<file path="config.mk">
export PLATFORM = sky130hd
export DESIGN_NAME = skeleton_sequencer_flat
export DESIGN_NICKNAME = d
export VERILOG_FILES = /design/src/rtl/skeleton_sequencer_pkg.sv /design/src/rtl/skeleton_sequencer_if.sv /design/src/rtl/skeleton_sequencer_addr_counter.sv /design/src/rtl/skeleton_sequencer.sv /design/src/flat_wrapper.sv
export SDC_FILE = /design/constraint.sdc
export NUM_CORES = 1
export LEC_CHECK = 0
export CAP_MARGIN = 20
export CORE_ASPECT_RATIO = 0.7
export CORE_MARGIN = 1.5
export CORE_UTILIZATION = 41
export DETAILED_ROUTE_END_ITERATION = 8
export GPL_ROUTABILITY_DRIVEN = 0
export GPL_TIMING_DRIVEN = 1
export MAX_ROUTING_LAYER = met4
export PLACE_DENSITY = 0.76
export SLEW_MARGIN = 15
export SYNTH_ARGS = -nofsm -noshare
export SYNTH_HDL_FRONTEND = slang
export SYNTH_HIERARCHICAL = 1
export SYNTH_SLANG_ARGS = --single-unit
</file>
<file path="constraint.sdc">
create_clock -name clk -period 1.9 [get_ports clk]
set_clock_uncertainty 0.05 [all_clocks]
set_input_delay 0.19 -clock clk [delete_from_list [all_inputs] [get_ports clk]]
set_output_delay 0.19 -clock clk [all_outputs]
set_load 0.03 [all_outputs]
</file>
<file path="src/rtl/skeleton_sequencer_pkg.sv">
// Shared types and constants for the skeletonization sequencer.
// Holds the FSM state encoding, the subiteration phase codes and the frame size helper.
package skel_pkg;

  typedef enum logic [2:0] {
    S_IDLE  = 3'd0,
    S_LOAD  = 3'd1,
    S_EVAL0 = 3'd2,
    S_WAIT0 = 3'd3,
    S_EVAL1 = 3'd4,
    S_WAIT1 = 3'd5,
    S_WBACK = 3'd6,
    S_DONE  = 3'd7
  } skel_state_t;

  localparam logic PHASE_A = 1'b0;
  localparam logic PHASE_B = 1'b1;

  function automatic int unsigned cells(input int unsigned n);
    return n * n;
  endfunction

endpackage

</file>
<file path="src/rtl/skeleton_sequencer_if.sv">
// Frame-buffer RAM and mask-array bus driven by the sequencer.
// The master modport is the sequencer side; the slave modport is the memory/array side.
interface skeleton_sequencer_if #(
  parameter int ADDR_W = 7
);

  logic              mem_re;
  logic              mem_we;
  logic [ADDR_W-1:0] mem_addr;
  logic [7:0]        mem_rdata;
  logic [7:0]        mem_wdata;
  logic              arr_we;
  logic              arr_re;
  logic [ADDR_W-1:0] arr_addr;
  logic [7:0]        arr_wdata;
  logic [7:0]        arr_rdata;
  logic              arr_phase;
  logic              arr_eval;
  logic              arr_eval_done;
  logic              arr_changed;

  modport master (
    output mem_re, mem_we, mem_addr, mem_wdata,
    output arr_we, arr_re, arr_addr, arr_wdata, arr_phase, arr_eval,
    input  mem_rdata, arr_rdata, arr_eval_done, arr_changed
  );

  modport slave (
    input  mem_re, mem_we, mem_addr, mem_wdata,
    input  arr_we, arr_re, arr_addr, arr_wdata, arr_phase, arr_eval,
    output mem_rdata, arr_rdata, arr_eval_done, arr_changed
  );

endinterface

</file>
<file path="src/rtl/skeleton_sequencer_addr_counter.sv">
// Cell address counter shared by the load and writeback sweeps.
// Provides the issue-side index plus a one-cycle-delayed copy for the commit side.
module skel_addr_counter #(
  parameter int          ADDR_W = 7,
  parameter int unsigned LAST   = 63
) (
  input  logic              clk,
  input  logic              rst_n,
  input  logic              i_clear,
  input  logic              i_en,
  output logic [ADDR_W-1:0] o_count,
  output logic              o_last,
  output logic [ADDR_W-1:0] o_dly_count,
  output logic              o_dly_valid
);

  localparam logic [ADDR_W-1:0] LAST_V = ADDR_W'(LAST);
  localparam logic [ADDR_W-1:0] ZERO_V = {ADDR_W{1'b0}};
  localparam logic [ADDR_W-1:0] ONE_V  = ADDR_W'(1);

  logic [ADDR_W-1:0] r_count;
  logic [ADDR_W-1:0] r_dly_count;
  logic              r_last;
  logic              r_dly_valid;
  logic [ADDR_W-1:0] w_count_inc;

  assign w_count_inc = r_count + ONE_V;

  // Issue-side index; parks on LAST so it never wraps
  always_ff @(posedge clk or negedge rst_n) begin
    if (!rst_n) begin
      r_count <= ZERO_V;
      r_last  <= 1'b0;
    end else if (i_clear) begin
      r_count <= ZERO_V;
      r_last  <= (LAST_V == ZERO_V);
    end else if (i_en && !r_last) begin
      r_count <= w_count_inc;
      r_last  <= (w_count_inc == LAST_V);
    end else begin
      r_count <= r_count;
      r_last  <= r_last;
    end
  end

  // Commit side trails the issue side by one cycle
  always_ff @(posedge clk or negedge rst_n) begin
    if (!rst_n) begin
      r_dly_count <= ZERO_V;
      r_dly_valid <= 1'b0;
    end else begin
      r_dly_valid <= i_en & ~i_clear;
      if (i_en) begin
        r_dly_count <= r_count;
      end else begin
        r_dly_count <= r_dly_count;
      end
    end
  end

  assign o_count     = r_count;
  assign o_last      = r_last;
  assign o_dly_count = r_dly_count;
  assign o_dly_valid = r_dly_valid;

endmodule

</file>
<file path="src/rtl/skeleton_sequencer.sv">
// Skeletonization controller: loads the frame into the mask array, alternates thinning
// subiterations until a full pass removes nothing (or the pass limit), then writes back.
module skeleton_sequencer
  import skel_pkg::*;
#(
  parameter int N          = 8,
  parameter int ADDR_W     = 7,
  parameter int MAX_PASSES = 16
) (
  input  logic                             clk,
  input  logic                             rst_n,
  input  logic                             start,
  output logic                             busy,
  output logic                             done,
  output logic [$clog2(MAX_PASSES+1)-1:0]  pass_count,
  output logic                             limit_hit,
  skeleton_sequencer_if.master             bus
);

  localparam int                PW     = $clog2(MAX_PASSES + 1);
  localparam int unsigned       LAST   = cells(N) - 32'd1;
  localparam logic [PW-1:0]     MAXP_V = PW'(MAX_PASSES);
  localparam logic [ADDR_W-1:0] ZERO_A = {ADDR_W{1'b0}};

  skel_state_t       r_state;
  skel_state_t       w_next;
  logic              r_tail;
  logic              r_chg;
  logic              r_limit;
  logic [PW-1:0]     r_pass;
  logic [PW-1:0]     w_pass_inc;
  logic              w_chg_all;
  logic              w_load;
  logic              w_wback;
  logic              w_issue;
  logic              w_clear;
  logic [ADDR_W-1:0] w_count;
  logic [ADDR_W-1:0] w_dly_count;
  logic              w_last;
  logic              w_dly_valid;
  logic              w_mem_re;
  logic              w_mem_we;
  logic              w_arr_we;
  logic              w_arr_re;

  assign w_load     = (r_state == S_LOAD);
  assign w_wback    = (r_state == S_WBACK);
  assign w_issue    = (w_load | w_wback) & ~r_tail;
  assign w_clear    = (r_state == S_IDLE) | (w_next != r_state);
  assign w_pass_inc = (r_pass == MAXP_V) ? r_pass : r_pass + PW'(1);
  assign w_chg_all  = r_chg | bus.arr_changed;

  skel_addr_counter #(
    .ADDR_W (ADDR_W),
    .LAST   (LAST)
  ) u_addr_counter (
    .clk         (clk),
    .rst_n       (rst_n),
    .i_clear     (w_clear),
    .i_en        (w_issue),
    .o_count     (w_count),
    .o_last      (w_last),
    .o_dly_count (w_dly_count),
    .o_dly_valid (w_dly_valid)
  );

  // State register
  always_ff @(posedge clk or negedge rst_n) begin
    if (!rst_n) begin
      r_state <= S_IDLE;
    end else begin
      r_state <= w_next;
    end
  end

  // Next-state logic; WAIT1 stops on a quiet pass or when the pass limit is reached
  always_comb begin
    w_next = r_state;
    case (r_state)
      S_IDLE:  if (start) w_next = S_LOAD; else w_next = S_IDLE;
      S_LOAD:  if (r_tail) w_next = S_EVAL0; else w_next = S_LOAD;
      S_EVAL0: w_next = S_WAIT0;
      S_WAIT0: if (bus.arr_eval_done) w_next = S_EVAL1; else w_next = S_WAIT0;
      S_EVAL1: w_next = S_WAIT1;
      S_WAIT1: begin
        if (bus.arr_eval_done) begin
          if (!w_chg_all || (w_pass_inc == MAXP_V)) w_next = S_WBACK;
          else w_next = S_EVAL0;
        end else begin
          w_next = S_WAIT1;
        end
      end
      S_WBACK: if (r_tail) w_next = S_DONE; else w_next = S_WBACK;
      S_DONE:  w_next = S_IDLE;
      default: w_next = S_IDLE;
    endcase
  end

  // Tail flag: the extra commit-only cycle after the final issue of a sweep
  always_ff @(posedge clk or negedge rst_n) begin
    if (!rst_n) begin
      r_tail <= 1'b0;
    end else if (w_clear) begin
      r_tail <= 1'b0;
    end else if (w_issue && w_last) begin
      r_tail <= 1'b1;
    end else begin
      r_tail <= r_tail;
    end
  end

  // Pass bookkeeping: change flag, saturating pass count, limit flag
  always_ff @(posedge clk or negedge rst_n) begin
    if (!rst_n) begin
      r_chg   <= 1'b0;
      r_pass  <= {PW{1'b0}};
      r_limit <= 1'b0;
    end else begin
      case (r_state)
        S_IDLE: begin
          if (start) begin
            r_chg   <= 1'b0;
            r_pass  <= {PW{1'b0}};
            r_limit <= 1'b0;
          end
        end
        S_WAIT0: begin
          if (bus.arr_eval_done) r_chg <= bus.arr_changed;
        end
        S_WAIT1: begin
          if (bus.arr_eval_done) begin
            r_chg  <= w_chg_all;
            r_pass <= w_pass_inc;
            if (w_chg_all && (w_pass_inc == MAXP_V)) r_limit <= 1'b1;
          end
        end
        default: begin
          r_chg <= r_chg;
        end
      endcase
    end
  end

  assign w_mem_re = w_load & ~r_tail;
  assign w_arr_we = w_load & w_dly_valid;
  assign w_arr_re = w_wback & ~r_tail;
  assign w_mem_we = w_wback & w_dly_valid;

  assign bus.mem_re    = w_mem_re;
  assign bus.mem_we    = w_mem_we;
  assign bus.mem_addr  = w_mem_re ? w_count : (w_mem_we ? w_dly_count : ZERO_A);
  assign bus.mem_wdata = w_mem_we ? bus.arr_rdata : 8'h00;
  assign bus.arr_we    = w_arr_we;
  assign bus.arr_re    = w_arr_re;
  assign bus.arr_addr  = w_arr_re ? w_count : (w_arr_we ? w_dly_count : ZERO_A);
  assign bus.arr_wdata = w_arr_we ? bus.mem_rdata : 8'h00;
  assign bus.arr_phase = ((r_state == S_EVAL1) || (r_state == S_WAIT1)) ? PHASE_B : PHASE_A;
  assign bus.arr_eval  = (r_state == S_EVAL0) || (r_state == S_EVAL1);

  assign busy       = (r_state != S_IDLE);
  assign done       = (r_state == S_DONE);
  assign pass_count = r_pass;
  assign limit_hit  = r_limit;

endmodule

</file>
<file path="src/flat_wrapper.sv">
// flat-port wrapper written by rule: the top's interface ports become plain ports
module skeleton_sequencer_flat import skel_pkg::*;
#(
  parameter int N          = 8,
  parameter int ADDR_W     = 7,
  parameter int MAX_PASSES = 16
)
  (clk, rst_n, start, busy, done, pass_count, limit_hit, bus_mem_re, bus_mem_we, bus_mem_addr, bus_mem_wdata, bus_arr_we, bus_arr_re, bus_arr_addr, bus_arr_wdata, bus_arr_phase, bus_arr_eval, bus_mem_rdata, bus_arr_rdata, bus_arr_eval_done, bus_arr_changed);
  skeleton_sequencer_if #(.ADDR_W(ADDR_W)) bus_i ();
  input  logic clk;
  input  logic rst_n;
  input  logic start;
  output logic busy;
  output logic done;
  output logic [$clog2(MAX_PASSES+1)-1:0] pass_count;
  output logic limit_hit;
  output wire logic [$bits(bus_i.mem_re)-1:0] bus_mem_re;
  output wire logic [$bits(bus_i.mem_we)-1:0] bus_mem_we;
  output wire logic [$bits(bus_i.mem_addr)-1:0] bus_mem_addr;
  output wire logic [$bits(bus_i.mem_wdata)-1:0] bus_mem_wdata;
  output wire logic [$bits(bus_i.arr_we)-1:0] bus_arr_we;
  output wire logic [$bits(bus_i.arr_re)-1:0] bus_arr_re;
  output wire logic [$bits(bus_i.arr_addr)-1:0] bus_arr_addr;
  output wire logic [$bits(bus_i.arr_wdata)-1:0] bus_arr_wdata;
  output wire logic [$bits(bus_i.arr_phase)-1:0] bus_arr_phase;
  output wire logic [$bits(bus_i.arr_eval)-1:0] bus_arr_eval;
  input wire logic [$bits(bus_i.mem_rdata)-1:0] bus_mem_rdata;
  input wire logic [$bits(bus_i.arr_rdata)-1:0] bus_arr_rdata;
  input wire logic [$bits(bus_i.arr_eval_done)-1:0] bus_arr_eval_done;
  input wire logic [$bits(bus_i.arr_changed)-1:0] bus_arr_changed;
  assign bus_mem_re = bus_i.mem_re;
  assign bus_mem_we = bus_i.mem_we;
  assign bus_mem_addr = bus_i.mem_addr;
  assign bus_mem_wdata = bus_i.mem_wdata;
  assign bus_arr_we = bus_i.arr_we;
  assign bus_arr_re = bus_i.arr_re;
  assign bus_arr_addr = bus_i.arr_addr;
  assign bus_arr_wdata = bus_i.arr_wdata;
  assign bus_arr_phase = bus_i.arr_phase;
  assign bus_arr_eval = bus_i.arr_eval;
  assign bus_i.mem_rdata = bus_mem_rdata;
  assign bus_i.arr_rdata = bus_arr_rdata;
  assign bus_i.arr_eval_done = bus_arr_eval_done;
  assign bus_i.arr_changed = bus_arr_changed;
  skeleton_sequencer #(.N(N), .ADDR_W(ADDR_W), .MAX_PASSES(MAX_PASSES)) u_core (.clk(clk), .rst_n(rst_n), .start(start), .busy(busy), .done(done), .pass_count(pass_count), .limit_hit(limit_hit), .bus(bus_i));
endmodule
</file>
-- Word-level counts from Yosys, hierarchy flattened
Index checks and enable logic that the tools add are counted.
- register bits after elaboration: 27
- word-level logic and storage cells: 85
- output and inout port bits: 44
- input port bits: 21
- reduce and logical (&&, ||, !) cells: 17
- muxes and demuxes: 31
- bitwise logic cells: 11
- eq/ne operators: 15
- $add $sub $neg: 2
- operators by type and width (cell ; number):
    $mux 7 ; 6
    $pmux 3 s8 ; 1
    $mux 8 ; 2
    $mux 5 ; 3
    $eq 3x3->1 const B ; 4
    $mux 1 ; 12
    $eq 5x5->1 const B ; 2
    $pmux 5 s2 ; 1
    $mux 3 ; 3
    $reduce_and 4->1 ; 2
    $add 7x1->7 const B ; 1
    $eq 7x6->1 const B ; 1
    $and 1x1->1 ; 6
    $eq 3x2->1 const B ; 2
    $ne 2x2->1 const B ; 3
    $reduce_bool 2->1 ; 3
    $reduce_bool 3->1 ; 2
    $add 5x1->5 const B ; 1
    $eq 3x1->1 const B ; 1
    $logic_and 1x1->1 ; 3
    $logic_not 3->1 ; 1
    $logic_or 1x1->1 ; 3
    $ne 3x3->1 ; 1
    $or 1x1->1 ; 3
    7 further kinds ; 9

-- Depth between registers and ports, before layout
- depth after elaboration: 11
- gate-level depth with buffers: 10
- mapped depth without buffers: 7

-- Modules after synthesis
The synthesis kept the hierarchy.
- modules (own cells, without submodules) (module ; times used ; sequential area each (µm²) ; cells an instance ; area an instance (µm²)):
    skeleton_sequencer ; 1 ; 275.3 ; 140 ; 1116.1
    skel_addr_counter ; 1 ; 400.4 ; 69 ; 778.2

-- Least setup slack after synthesis
No wires, ideal clock.
- kind: reg2reg
- start point: register u_core.r_state[2]
- end point: register u_core.u_addr_counter.r_count[4] (netlist: u_core/u_addr_counter/o_count[4])
- period minus slack after synthesis: 2.209 ns
- library setup time: 0.077 ns
- buffers on the path: 2
- setup slack: -0.309 ns
- data required time: 1.773 ns
- stages on the path, launching flop included: 8
- arrival: 2.082 ns
- cell sequence: dfrtp_1 buf_2 nor4b_4 or2_2 buf_6 nand3b_4 or3_1 a21oi_1
- word-level cells in the longest chain between the ends: 5
- elaborated cells on any way between the ends: 16
- classes of those cells: eq/ne: 8; mux: 2; bitwise: 3; reduce/logical: 3
- ends and longest elaborated chain (element ; line ; RTL):
    start, declared ; skeleton_sequencer.sv:25 ; skel_state_t r_state;
    start signal, assigned ; skeleton_sequencer.sv:72 ; r_state <= w_next;
    $eq 3x1->1 / $eq 3x3->1 (equally long branches) ; skeleton_sequencer.sv:46, skeleton_sequencer.sv:47 ;
    $or 1x1->1 (*) ; skeleton_sequencer.sv:48 ; assign w_issue = (w_load | w_wback) & ~r_tail;
    $and 1x1->1 (*) ; skeleton_sequencer.sv:48 ;
    named net u_core.w_issue ; skeleton_sequencer.sv:35 ; logic w_issue;
    $logic_and 1x1->1 (*) ; skeleton_sequencer_addr_counter.sv:37 ; end else if (i_en && !r_last) begin
    $reduce_bool 2->1 (no line) (*) ; -- ;
    end signal, assigned ; skeleton_sequencer_addr_counter.sv:38 ; r_count <= w_count_inc;
    end signal, assigned ; skeleton_sequencer_addr_counter.sv:41 ; r_count <= r_count;
    end, declared ; skeleton_sequencer_addr_counter.sv:21 ; logic [ADDR_W-1:0] r_count;
Mark *: on every way through the listed nets, which the timed path passes. The rest lies on a longest branch.
A chain may end at the register's enable or synchronous reset.

-- Worst setup path after layout
- start point: register u_core.r_state[1]
- end point: register u_core.u_addr_counter.r_last (netlist: u_core/u_addr_counter/o_last)
- word-level cells in the longest chain between the ends: 5
- elaborated cells on any way between the ends: 16
- classes of those cells: eq/ne: 8; mux: 2; bitwise: 3; reduce/logical: 3
- ends and longest elaborated chain (element ; line ; RTL):
    $eq 3x3->1, or another cell as far along ; skeleton_sequencer.sv:79 ; case (r_state)
    $pmux 3 s8 ; skeleton_sequencer.sv:79 ;
    $ne 3x3->1 ; skeleton_sequencer.sv:49 ; assign w_clear = (r_state == S_IDLE) | (w_next != r_state);
    $or 1x1->1 (*) ; skeleton_sequencer.sv:49 ;
    named net u_core.w_clear ; skeleton_sequencer.sv:36 ; logic w_clear;
    $mux 1 / $reduce_bool 2->1 (equally long branches) ; -- ;
    end signal, assigned ; skeleton_sequencer_addr_counter.sv:36 ; r_last <= (LAST_V == ZERO_V);
    end signal, assigned ; skeleton_sequencer_addr_counter.sv:39 ; r_last <= (w_count_inc == LAST_V);
    end signal, assigned ; skeleton_sequencer_addr_counter.sv:42 ; r_last <= r_last;
    end, declared ; skeleton_sequencer_addr_counter.sv:23 ; logic r_last;
Marks and branches as above.

==> qor.txt <==
Status: finished clean
Die Span Y: 59.87 um
Finish-stage setup viols: 0
Synth cell types: 45
Pins Over Slew Limit: 0
Cts hold-fix bufs: 0
Rows: 20
EDFF count, synth: 0
Number of global-route vias before repair: 1661
Post-synthesis instance area: 1894 sq um
Synth top area share: 35.67%
Top Family by Delay on Critical Path: simple AND/OR/NAND/NOR gates
Synth Register Bits: 27
Syn Area/Cell: 9.064 sq um
DRT Wirelength: 5335 um
Placed cell count: 332
Element type at the critical path end: flop
Syn-to-layout area delta: 53.43%
HP Class: input pin to async pin
Synth top area cells: dfrtp_1 36%, a22o_1 6.9%, and2_1 5.6%
Clk pwr share: 11.3%
Inserted Clock Buffers: 3
Placed wire-length estimate: 3809 um
Storage element area: 678.2 sq um
Yosys warns: 6
Crit path largest cell delay: 420 ps
DIE WIDTH: 84.24 um
Placement Cell Area: 2609 sq um
Buf+Inv Stages, Crit Path: 2
RSZ-0062 raised after global routing: yes
Worst path required time: 2060 ps
Fmax: 527.1 MHz
Synth area leader: dfrtp_1
Root buffer cell: clkbuf_8
Core Region: 4379 sq um
Fin area: 2907 sq um
Drt first pass iters: 4
Layout cells sized above 1: 35.29%
Final hold violations: 0
Worst slew pin tran: 362.0 ps
Share of power burned in combinational logic: 63.2%
Top FF cell, synth: dfrtp_1
Largest net degree at the start of global routing: 28
First-pass GRT wire length: 8093 um
PD cells: 1080 nW/um^2
Final min period: 1897 ps
Final-layout fill cell count: 360
Post-route insts no fill: 344
IO Pins: 65
Initial antenna violation count: 0
Vias: 1829
Mapped Cells: 209
CTS tree: done
Gr ovfl total: 0
Commonest non-fill, non-tap cell in the layout: buf_6
H-tree levels: 1
Worst-path clk slew: 100 ps
Worst rel slew slack: 75.87%
Seq/Total Area, Yosys: 35.67%
Crit path cell chain: buf_12 -> buf_6 -> mux2i_1 -> nand2_1 -> mux2_4 -> nor2b_4 -> and3_4 -> nand4b_1 -> a22oi_1
Tot GR Track Use: 21.00%
Post-synth net total: 234
Max Root-Sink Buffers: 2
Wire per inst: 15.51 um
Crit start category: flop
Vias per cell: 5.317
DRT iter0 DRCs: 120
Slowest stage cell on the critical path: dfrtp_1
Most frequent cells in the layout: 32 x buf_6, 31 x buf_4, 26 x clkdlybuf4s50_1
CP max FO: 8
Full die area: 5043 sq um
Sw frac: 43.26%
Peak VDD IR: 684.5 uV
Async S/R FF share, synth: 100.0%
Final #Nets: 315
Crit Path Class: flop to flop
Antenna-violating nets left: 0
Switching pwr: 1.359 mW
Pint: 1.782 mW
Starting Density: 43.26%
Period utilisation layout: 99.85%
Clock Latency Late Sink: 280 ps
Reg power frac: 25.6%
N_diodes: 0
Multi-input combinational cell area: 1191 sq um
DRC violations left: 0
Critical Path AT: 2050 ps
IO Port Bufs: 64
Lkg Pwr: 1.336 nW
Max_cap viols: 0
Clock sink count: 27
==> sequential cells by signal, indices dropped and copies added (netlist names) <==
register	count
u_core/u_addr_counter/o_dly_valid	1
u_core/r_state	3
u_core/u_addr_counter/o_last	1
u_core/r_chg	1
u_core/r_tail	1
u_core/u_addr_counter/o_dly_count	7
u_core/limit_hit	1
u_core/pass_count	5
u_core/u_addr_counter/o_count	7
==> area by class of cell <==
cell class | instances | area share, %
Multi-Input combinational cell | 159 | 40.98
Timing Repair Buffer | 92 | 30.69
Sequential cell | 27 | 23.33
Tap cell | 55 | 2.368
Clock buffer | 3 | 1.421
Inverter | 7 | 0.9040
Clock inverter | 1 | 0.3013
==> power groups by stage <==
stage | clock network (mW) | registers (mW) | logic, mW
final | 0.354 | 0.803 | 1.98
after global routing | 0.387 | 0.820 | 2.11
after CTS | 0.367 | 0.794 | 1.81
after detailed placement | 0 | 0.806 | 1.71
after global placement | 0 | 0.796 | 1.70
after floorplan | 0 | 0.824 | 1.12
==> worst paths after layout <==
check,startpoint,to,slack (ps),cells after the start
worst max-delay path,u_core/r_state[1],u_core/u_addr_counter/o_last,3,9
worst min-delay path,rst_n,u_core/u_addr_counter/o_dly_count[4],230,2
worst max register to register,u_core/r_state[1],u_core/u_addr_counter/o_last,3,9
worst min register to register,u_core/limit_hit,u_core/limit_hit,460,2
max in group asynchronous,rst_n,u_core/pass_count[0],1290,2
min in group clk,u_core/limit_hit,u_core/limit_hit,460,2
==> repair_timing <==
item / in CTS / in global routing
setup buffers: 4 / 2
setup endpoints to repair: 32 / 29
pin swaps: 0 / 14
gates cloned: 0 / 2
resized for setup: 7 / 47
==> metrics by stage <==
stage | total power [mW] | utilization (%) | setup WS, ps | hold WS, ps | setup TNS [ps]
global placement | 2.496 | 59.57 | 102.9 | 421.6 | 0
CTS | 2.966 | 61.83 | -7.783 | 229.5 | -10.35
global route | 3.322 | 66.37 | -62.49 | 251.4 | -752.1
detailed placement | 2.520 | 59.57 | 38.78 | 445.8 | 0
floorplan | 1.942 | - | -294.3 | -155.6 | -2486
finish | 3.140 | 66.37 | 2.816 | 228.4 | 0
==> logic make-up (layout without fill, tap and decap cells) <==
kind of cell	after synthesis	in the layout	synth area share, %
AO/OA/AOI/OAI	49	49	18.43
XOR/XNOR	10	10	4.623
buffers and inverters	23	103	5.813
multiplexers	10	10	5.879
AND/OR/NAND/NOR	85	85	26.42
adder cells (fa/ha/maj)	5	5	3.171
flip-flops	27	27	35.67
==> synth_stat cells (2+ instances only) <==
| master | number |
|---|---|
| nand2_1 | 15 |
| and3_1 | 4 |
| and2_1 | 17 |
| nor3_1 | 3 |
| nor2_1 | 21 |
| a21oi_1 | 8 |
| a21o_1 | 2 |
| a211oi_1 | 3 |
| buf_6 | 2 |
| nand3_1 | 8 |
| a31oi_1 | 2 |
| buf_2 | 7 |
| o21ai_0 | 11 |
| a22o_1 | 15 |
| dfrtp_1 | 27 |
| a22oi_1 | 3 |
| xnor2_1 | 6 |
| inv_1 | 7 |
| mux2_2 | 9 |
| nand4b_1 | 2 |
| ha_1 | 4 |
| nor2b_1 | 2 |
| xor2_1 | 4 |
| buf_1 | 2 |
| clkbuf_1 | 5 |
==> metal layers <==
| metal | share of wire, % | up-vias | wire, um | global-route usage, % |
|---|---|---|---|---|
| li1 | - | 902 | - | - |
| met1 | 49 | 858 | 2621 | 29.60 |
| met2 | 43 | 62 | 2310 | 29.71 |
| met3 | 6.5 | 7 | 345 | 4.972 |
| met4 | 1.1 | 0 | 57 | 6.792 |
| met5 | 0 | - | 0 | - |
Note: power is estimated with default switching activity, not from simulation.
